File: src/rtl/jtpang_objdma.sv
// Object-attribute DMA: on a dma_go edge grabs the CPU bus and copies the object table into the object buffer, one byte per cen.
// Latency: busrq 1 clk after the dma_go edge; first buf_we 2 cen after bus acknowledge; no timeout while waiting for busak_n.
// JTPANG_OBJDMA_DBLBUF_EN: double-paged buffer, display page swaps at the first LVBL fall after a completed copy.
module jtpang_objdma #(
  parameter int OBJW = 7
) (
  input  logic            clk,
  input  logic            rst_n,
  input  logic            cen,
  input  logic            LVBL,
  input  logic            dma_go,
  output logic            busrq,
  input  logic            busak_n,
  output logic [OBJW+1:0] ram_addr,
  input  logic [7:0]      ram_dout,
  output logic [OBJW+2:0] buf_addr,
  output logic [7:0]      buf_din,
  output logic            buf_we,
  output logic            disp_page,
  output logic            busy,
  output logic            done
);
  localparam int AW = OBJW + 2;

  typedef enum logic [2:0] {IDLE, REQ, COPY, DRAIN, REL} state_t;

  state_t        state_q;
  logic          go_q;
  logic          pend_q;
  logic          issued_q;
  logic [AW-1:0] cnt_q;
  logic          busrq_q;
  logic          busy_q;
  logic          done_q;
  logic          buf_we_q;
  logic [AW-1:0] ram_addr_q;
  logic [AW:0]   buf_addr_q;
  logic [7:0]    buf_din_q;
  logic          wr_page;
  logic          go_edge;

  assign go_edge = dma_go & ~go_q;

  // go_q resets high so a level already asserted during reset is not taken as a new request.
  always_ff @(posedge clk or negedge rst_n) begin
    if (!rst_n) begin
      state_q    <= IDLE;
      go_q       <= 1'b1;
      pend_q     <= 1'b0;
      issued_q   <= 1'b0;
      cnt_q      <= '0;
      busrq_q    <= 1'b0;
      busy_q     <= 1'b0;
      done_q     <= 1'b0;
      buf_we_q   <= 1'b0;
      ram_addr_q <= '0;
      buf_addr_q <= '0;
      buf_din_q  <= '0;
    end else begin
      go_q     <= dma_go;
      done_q   <= 1'b0;
      buf_we_q <= 1'b0;
      if (go_edge && busy_q) pend_q <= 1'b1;
      case (state_q)
        IDLE: begin
          if (go_edge || pend_q) begin
            state_q  <= REQ;
            busrq_q  <= 1'b1;
            busy_q   <= 1'b1;
            pend_q   <= 1'b0;
            cnt_q    <= '0;
            issued_q <= 1'b0;
          end
        end
        REQ: begin
          if (!busak_n) state_q <= COPY;
        end
        COPY: begin
          if (cen) begin
            ram_addr_q <= cnt_q;
            cnt_q      <= cnt_q + AW'(1);
            issued_q   <= 1'b1;
            // RAM data for the address issued on the previous cen is valid now.
            if (issued_q) begin
              buf_we_q   <= 1'b1;
              buf_din_q  <= ram_dout;
              buf_addr_q <= {wr_page, ram_addr_q};
            end
            if (&cnt_q) state_q <= DRAIN;
          end
        end
        DRAIN: begin
          if (cen) begin
            buf_we_q   <= 1'b1;
            buf_din_q  <= ram_dout;
            buf_addr_q <= {wr_page, ram_addr_q};
            state_q    <= REL;
          end
        end
        REL: begin
          busrq_q <= 1'b0;
          busy_q  <= 1'b0;
          done_q  <= 1'b1;
          state_q <= IDLE;
        end
        default: state_q <= IDLE;
      endcase
    end
  end

`ifdef JTPANG_OBJDMA_DBLBUF_EN
  logic lvbl_q;
  logic swap_q;
  logic swap_d;
  logic disp_page_q;
  logic disp_page_d;

  // A completion arriving on the same cycle as the swap re-arms for the next vblank.
  always_comb begin
    swap_d      = swap_q;
    disp_page_d = disp_page_q;
    if (swap_q && lvbl_q && !LVBL) begin
      disp_page_d = ~disp_page_q;
      swap_d      = 1'b0;
    end
    if (done_q) swap_d = 1'b1;
  end

  always_ff @(posedge clk or negedge rst_n) begin
    if (!rst_n) begin
      lvbl_q      <= 1'b1;
      swap_q      <= 1'b0;
      disp_page_q <= 1'b0;
    end else begin
      lvbl_q      <= LVBL;
      swap_q      <= swap_d;
      disp_page_q <= disp_page_d;
    end
  end

  assign wr_page   = ~disp_page_q;
  assign disp_page = disp_page_q;
`else
  logic unused_lvbl;

  assign unused_lvbl = LVBL;
  assign wr_page     = 1'b0;
  assign disp_page   = 1'b0;
`endif

  assign busrq    = busrq_q;
  assign busy     = busy_q;
  assign done     = done_q;
  assign buf_we   = buf_we_q;
  assign ram_addr = ram_addr_q;
  assign buf_addr = buf_addr_q;
  assign buf_din  = buf_din_q;

endmodule

File: config.mk
export PLATFORM = sky130hd
export DESIGN_NAME = jtpang_objdma
export DESIGN_NICKNAME = d
export VERILOG_FILES = /design/src/rtl/jtpang_objdma.sv
export SDC_FILE = /design/constraint.sdc
export NUM_CORES = 1
export LEC_CHECK = 0
export CORE_MARGIN = 4
export CORE_UTILIZATION = 60
export DETAILED_ROUTE_END_ITERATION = 12
export DONT_BUFFER_PORTS = 1
export HOLD_SLACK_MARGIN = 0.1
export PLACE_DENSITY = 0.82
export SLEW_MARGIN = 25
export SYNTH_ARGS = -nofsm -noshare
export SYNTH_HDL_FRONTEND = slang
export SYNTH_SLANG_ARGS = --single-unit
File: constraint.sdc
create_clock -name clk -period 2.5 [get_ports clk]
set_clock_uncertainty 0.15 [all_clocks]
set_input_delay 0.375 -clock clk [delete_from_list [all_inputs] [get_ports clk]]
set_output_delay 0.375 -clock clk [all_outputs]
set_load 0.1 [all_outputs]
---- Yosys cells after proc, flatten, opt, wreduce, memory -nomap -nowiden ----
Index checks and enable logic that the tools add are counted.
cells by class
  shift-type cells ........................ 0
  eq/ne operators ......................... 10
  $mul .................................... 0
  reductions and logical operators ........ 12
  div/mod/pow operators ................... 0
  multiplexer cells ....................... 30
  order comparisons ....................... 0
  bitwise logic cells ..................... 2
  add/sub/neg operators ................... 1
operator list
  cell                                                 number
  2-to-1 mux 10 bit                                    3
  2-to-1 mux 8 bit                                     3
  one-hot mux 10 bit (2 select lines)                  1
  2-to-1 mux 9 bit                                     2
  one-hot mux 9 bit (2 select lines)                   1
  one-hot mux 8 bit (2 select lines)                   1
  2-to-1 mux 3 bit                                     5
  inequality test 2 bit, second input constant         6
  one-hot mux 3 bit (4 select lines)                   1
  2-to-1 mux 1 bit                                     10
  adder 9 x 1 -> 9 bit, second input constant          1
  AND reduction 9 bit                                  1
  equality test 3 x 2 -> 1 bit, second input constant  2
  one-hot mux 1 bit (2 select lines)                   3
  nonzero test 2 bit                                   3
  AND reduction 5 bit                                  1
  AND reduction 2 bit                                  2
  AND reduction 4 bit                                  1
  equality test 3 x 1 -> 1 bit, second input constant  1
  equality test 3 bit, second input constant           1
  logical NOT 3 bit                                    1
  AND reduction 3 bit                                  1
  AND 1 bit                                            1
  logical AND 1 bit                                    1
  2 further kinds                                      2
storage, ports and cells
  output and inout port bits .............. 32
  flip-flop bits (word level) ............. 45
  input port bits ......................... 14
  bits in read-only memories .............. 0
  memories kept ........................... 0
  memory bits (writable) .................. 0
  latch bits .............................. 0
  word-level logic and storage cells ...... 66

---- Logic depth before layout (Yosys ltp) ----
Gate-level depths: netlist (run 1).
  depth in word-level cells ............... 6
  gate-level depth with buffers ........... 9
  gate-level depth less buffers ........... 9

---- Least setup slack after synthesis (run 1) ----
Ideal clock, no wire load.
  path kind ............................... register to register
  start ................................... register cnt_q[0]
  end ..................................... register state_q[0]
  clock period less this slack ............ 1945 ps
  data required time ...................... 2198 ps
  stages on the path, launching flop included .. 10
  path buffers ............................ 0
  data arrival time ....................... 1643 ps
  setup slack ............................. 555 ps
  library setup time ...................... 152 ps
  path through ............................ dfrtp_1 -> ha_1 -> and3_1 -> and3_1 -> and3_1 -> ha_1 -> nand2_1 -> mux2i_1 -> a21oi_1 -> o21ai_0
on the way
  longest elaborated chain between the ends .. 3
ends and longest elaborated chain
  element                                 RTL line  source
  start: declaration                      31        logic [AW-1:0] cnt_q;
  start signal: assignment                81        cnt_q <= cnt_q + AW'(1);
  AND reduction 9 bit                     89        if (&cnt_q) state_q <= DRAIN;
  inequality test 2 bit (no source line)  --
  AND reduction 5 bit (no source line)    --
  end signal: assignment                  89
  end signal: assignment                  97        state_q <= REL;
  end signal: assignment                  104       state_q <= IDLE;
  end: declaration                        27        state_t state_q;
No other way between the ends.
A chain may end at the register's enable or synchronous reset.

---- Worst setup path after layout (run 1) ----
Same ends and word-level chain as after synthesis.

==> results.toml, run 1 <==
[run_status]
status = "finished, final reports clean"

[clock_network]
cts_resized = 0
cts_tree = "done"
post_cts_buffers = 0
numCtsBuffers = 5
holdBufCountCts = 13
root_buffer = "clkbuf_4"
clk_path_buf_depth = 2
h-tree-depth = 2
clock_sinks = 44
insertion_delay_ps = 340
clk_pin_slew_worst_paths_ps = 120

[worst_setup_path]
path_max_fanout = 6
cp.required_ps = 2550
rrSetupSlack_ps = 380
worstSetupPathType = "flop to flop"
arrival_ps = 2170
setup.worst_path.end_class = "flop"
cp-start-kind = "flop"

[die]
die-area_um2 = 4080
ios = 46
core-area_um2 = 3030
die_x_um = 63.9
fp.dieH_um = 63.9
start_util_pct = 61.8
placementRows = 20

[yosys]
synth_compound_area_share_pct = 7.82
ys.warnings.count = 0
synth.mux.area_fraction_pct = 12.6
synth_common_cells = "43 x dfrtp_1, 34 x nand2_1, 12 x o21ai_0"
synth_edf_count = 0
synth-seq-cells = 44
synth_seq_area_share_pct = 58.9
yosysMostFrequentCell = "dfrtp_1"
synth_fa_ha_area_share_pct = 1.34
synthTopCellsByArea = "dfrtp_1 57%, mux2_4 7.2%, nand2_1 6.8%"
yosys.area_share.xor_xnor_pct = 0
synth.avg_cell_area_um2 = 11.9
async_flop_share_pct = 100
post-synth-top-area-cell = "dfrtp_1"
synth_cells = 157
synth_top_family_by_area = "simple AND/OR/NAND/NOR gates"
mappedNetlistArea_um2 = 1870
synth_flop_cell = "dfrtp_1"
synth_cell_types = 35
synth_top_cell_area_share_pct = 57.5
synthSimpleGateAreaFrac_pct = 14.8

[pwr]
p_leak_nw = 1.03
p_total_mw = 2.89
ir_worst_vdd_mv = 0.819
p_per_area_nw_per_um2 = 1360

[timing]
slew_violations = 0
fin_tns_setup_ps = 0
setup_ws_ps = 381
whs_ps = 157
fmax_mhz = 472
min_period_over_period_pct = 84.8
rsz0062_at_grt = "no"
max_slew_margin_pct = 37.1
worstMarginPinSlew_ps = 943
period_needed_ps = 2120
hold_viol = 0
setup_violations = 0

[place]
dp_hpwl_um = 2310
numPortBuffers = 0
gp_congestion = 0.800
dp_slack_ps = 405
post-place-cells = 196

[cells_and_area]
layout-drive-gt1-share_pct = 20.2
multi_input_area_um2 = 692
nNetsFinal = 188
fillers = 208
stdcell_count = 217
regArea_um2 = 1100
n_antenna_cell = 0
syn_to_final_growth_pct = 13.1

[global_route]
antenna_found_initial = 0
grt_pass1_vias = 1136
track_usage_pct = 18.2
overflow = 0
grt_max_degree = 45
grt_pass1_wl_um = 5720

[routing]
wl_um = 3410
drc = 0
routedWlPerCell_um = 15.7
dr.first_iter.drc_count = 55
vias_per_cell = 5.48
vias = 1190
firstDrtPassIters = 4
ant_nets = 0

[job]
drv_cap = 0

[worst_hold_path]
hold_path_class = "input pin to flop"
[registers in the layout, indices dropped and copies added (netlist names)]
register  cells
ram_addr      9
done          1
buf_we        1
state_q       3
pend_q        1
go_q          1
buf_addr      9
issued_q      1
busy          1
cnt_q         9
buf_din       8
[cell type report]
type,count,share of cell area [%]
clock inverter,2,1.65
clock buffer,6,1.95
tap,44,2.60
multi-input combinational,102,32.7
inverter,2,0.355
sequential,44,52.1
timing repair buffer,17,8.63
[kinds of logic after synthesis]
logic type / after synthesis
multiplexers: 18
adder cells (fa/ha/maj): 2
other: 1
buffers and inverters: 12
AND/OR/NAND/NOR: 57
AO/OA/AOI/OAI: 23
flip-flops: 44
[report_power, final]
group	internal, mW	switching, mW	total, mW
registers	0.855	0.979	1.83
logic	0.310	0.324	0.633
clock network	0.210	0.211	0.421
[worst max-delay path, cell delays in order (launching register included)]
cell and delay [ps]:
dfrtp_1 450, ha_1 250, and3_1 220, and3_1 200, and3_1 190, ha_1 180
nand2_1 70, mux2i_1 60, a21oi_1 140, o21ai_0 80
[metrics by stage]
| step | area, um^2 | utilization (%) |
|---|---|---|
| finish | 2120 | 69.9 |
| floorplan | 1880 | - |
| detailed placement | 1900 | 62.8 |
| CTS | 2120 | 69.9 |
| global placement | 1900 | 62.8 |
| global route | 2120 | 69.9 |
[final timing paths]
| kind | from | to | depth (start not counted) |
|---|---|---|---|
| max reg2reg | cnt_q[0]$_DFFE_PN0P_ | state_q[0]$_DFFE_PN0P_ | 9 |
| min | busak_n | state_q[0]$_DFFE_PN0P_ | 4 |
| max in group asynchronous | rst_n | go_q$_DFF_PN1_ | 2 |
| min in group asynchronous | rst_n | state_q[2]$_DFFE_PN0P_ | 2 |
| max | cnt_q[0]$_DFFE_PN0P_ | state_q[0]$_DFFE_PN0P_ | 9 |
| min reg2reg | cnt_q[7]$_DFFE_PN0P_ | cnt_q[7]$_DFFE_PN0P_ | 1 |
[layout by cell type, fill, tap and decap left out, types with 2 or more instances in the layout]
cell type / synthesis / layout
buf_12: 1 / 2
nand2_1: 34 / 34
nor2_1: 6 / 6
and3_1: 3 / 3
ha_1: 2 / 2
a21oi_1: 3 / 3
mux2_4: 9 / 9
a22o_1: 2 / 2
buf_4: 4 / 3
dlygate4sd3_1: 0 / 12
clkbuf_4: 0 / 5
dfrtp_1: 43 / 42
o21ai_0: 12 / 12
nor3b_1: 2 / 2
inv_1: 2 / 2
mux2_2: 8 / 8
conb_1: 1 / 2
nand3_1: 3 / 3
[metal layers]
metal  global-route usage, %  part of all wire, %  up-vias
met5                       0                    0        -
met2                    27.7                   51       32
li1                        -                    -      562
met3                    5.98                  6.0        4
met1                    24.7                   42      592
met4                    5.66                  1.0        0
No activity file was read; power rests on OpenSTA's default activity.
==> inputs of run 2 (changes only) <==
--- a/config.mk
+++ b/config.mk
@@ -6,11 +6,11 @@
 export NUM_CORES = 1
 export LEC_CHECK = 0
 export CORE_MARGIN = 4
-export CORE_UTILIZATION = 60
+export CORE_UTILIZATION = 55
 export DETAILED_ROUTE_END_ITERATION = 12
 export DONT_BUFFER_PORTS = 1
 export HOLD_SLACK_MARGIN = 0.1
-export PLACE_DENSITY = 0.82
+export PLACE_DENSITY = 0.79
 export SLEW_MARGIN = 25
 export SYNTH_ARGS = -nofsm -noshare
 export SYNTH_HDL_FRONTEND = slang
==> constraint.sdc (replaced) <==
create_clock -name clk -period 1.9 [get_ports clk]
set_clock_uncertainty 0.15 [all_clocks]
set_input_delay 0.285 -clock clk [delete_from_list [all_inputs] [get_ports clk]]
set_output_delay 0.285 -clock clk [all_outputs]
set_load 0.1 [all_outputs]
==> run 2 against run 1 <==
Net effect:
- the run now ends with negative setup slack left
- global-route usage is 2.8 points higher
- non-clock buffer count increased by 37
- via count up 14%
- highest routed layer unchanged
==> results.toml, run 2 (synthesized netlist as in run 1, its figures left out) <==
[worst_setup_path]
slowest_delay_ps = 400
slowest_stage = "dfrtp_1"
cp-start-kind = "flop"
startpoint = "cnt_q[1]$_DFFE_PN0P_"
r2r-start = "cnt_q[1]$_DFFE_PN0P_"
rrSetupSlack_ps = -5
crit_path_frequent_cell = "and3_4"
crit_end = "state_q[0]$_DFFE_PN0P_"
worstSetupPathType = "flop to flop"
worst_r2r_endpoint = "state_q[0]$_DFFE_PN0P_"
arrival_ps = 1970
reg2reg_depth = 9
setup.worst_path.end_class = "flop"
cp.required_ps = 1960
worstPathCellList = "ha_2 > and3_4 > and3_4 > and3_4 > ha_4 > nand2_2 > mux2i_1 > a21oi_1 > o21ai_1"
path_max_fanout = 2

[timing]
rsz0062_at_grt = "yes"
min_period_over_period_pct = 100
fin_tns_setup_ps = -5.27
period_needed_ps = 1910
slew_violations = 0
fmax_mhz = 525
setup_ws_ps = -5.27
worstMarginPinSlew_ps = 786
max_slew_margin_pct = 47.1
hold_viol = 0
setup_violations = 1

[pwr]
ir_worst_vdd_mv = 1.76
p_leak_nw = 1.21
p_per_area_nw_per_um2 = 1700

[cells_and_area]
nNetsFinal = 225
layout_common_cells = "42 x dfrtp_1, 38 x buf_4, 33 x nand2_1, 13 x dlygate4sd3_1, 11 x o21ai_0"
syn_to_final_growth_pct = 30.5
final_common_cell = "dfrtp_1"
finish.utilization_pct = 77.5
layout-drive-gt1-share_pct = 36.7
n_antenna_cell = 0

[global_route]
antenna_found_initial = 0
track_usage_pct = 21.0
grt_pass1_vias = 1421
grt_pass1_wl_um = 6750
grt_max_degree = 45
overflow = 0

[clock_network]
numCtsBuffers = 5
insertion_delay_ps = 370
h-tree-depth = 2
clock_sinks = 44
cts_tree = "done"
root_buffer = "clkbuf_4"
clk_pin_slew_worst_paths_ps = 110
clk_path_buf_depth = 2

[die]
placementRows = 20
die-area_um2 = 4400
core-area_um2 = 3150
die_x_um = 66.3
fp.dieH_um = 66.3
start_util_pct = 59.4
ios = 46

[place]
dp_hpwl_um = 2610
gp_congestion = 0.821
numPortBuffers = 0

[run_status]
status = "finished, violations left"
violations = "negative setup slack"

[routing]
ant_nets = 0
vias_per_cell = 5.36
wl_um = 4250
vias = 1362
dr.first_iter.drc_count = 98
drc = 0
firstDrtPassIters = 5
routedWlPerCell_um = 16.7

[job]
drv_cap = 0

[worst_hold_path]
hold_path_class = "input pin to flop"
run 2: changes by cell type in the layout (fill, tap and decap cells not counted), sizes merged:
cell	change
dlygate4sd3	+1
buf	+36
run 2: power breakdown:
| part | switching (mW) | leakage, nW | internal [mW] | total (mW) |
|---|---|---|---|---|
| sequential | 0.165 | 0.577 | 1.15 | 1.31 |
| clock | 0.293 | 0.0422 | 0.276 | 0.569 |
| combinational | 1.62 | 0.594 | 0.643 | 2.26 |
| total | 2.08 | 1.21 | 2.07 | 4.15 |
run 2: through the flow:
stage / setup WS [ps] / area, um^2 / cells / hold slack (ps) / power [mW]
3_5_place_dp: -119 / 2150 / 226 / -159 / 3.48
6_report: -5.27 / 2440 / 254 / 122 / 4.15
2_1_floorplan: 21.0 / 1880 / 158 / -161 / 3.06
3_3_place_gp: -4.97 / 2150 / 226 / -160 / 3.43
5_1_grt: -81.8 / 2440 / 254 / 143 / 4.31
4_1_cts: -13.0 / 2430 / 252 / 110 / 4.15
run 2: routing by layer:
layer,routed length [um],global-route usage [%],vias to the layer above
met1,1660,23.2,678
met4,52,8.88,0
li1,-,-,637
met5,0,0,-
met3,213,4.59,7
met2,2320,38.4,40
run 2: worst min path at each step:
stage | to | from | slack [ps] | cells past startpoint
after CTS | state_q[0]$_DFFE_PN0P_ | cen | 110 | 4
after global placement | buf_din[2]$_DFFE_PN0P_ | rst_n | -160 | 0
after detailed placement | buf_we$_DFF_PN0_ | rst_n | -160 | 0
after floorplan | buf_addr[0]$_DFFE_PN0P_ | rst_n | -160 | 0
after global routing | state_q[0]$_DFFE_PN0P_ | cen | 140 | 4
final | state_q[0]$_DFFE_PN0P_ | cen | 120 | 4
run 2: critical path, delay by kind of cell, from the launching register on:
kind,cells,cell delay [ps]
adder cells (fa/ha/maj),2,340
AO/OA/AOI/OAI,2,230
flip-flops,1,400
AND/OR/NAND/NOR,4,580
multiplexers,1,60
run 2: layout make-up:
class | instances | area [um^2]
sequential | 44 | 1100
clock buffer | 6 | 41.3
fill | 208 | 711
clock inverter | 2 | 35.0
multi-input combinational | 102 | 724
tap | 44 | 55.1
timing repair buffer | 54 | 475
inverter | 2 | 7.51
run 2: repair_timing:
| action | 4_1_cts | 5_1_grt |
|---|---|---|
| hold buffers | 14 | 0 |
| pin swaps | 4 | 3 |
| resized for setup | 6 | 0 |
| hold endpoints to repair | 57 | 0 |
| gates cloned | 0 | 0 |
| buffers inserted | 4 | 2 |
| endpoints found under the setup margin | 2 | 1 |
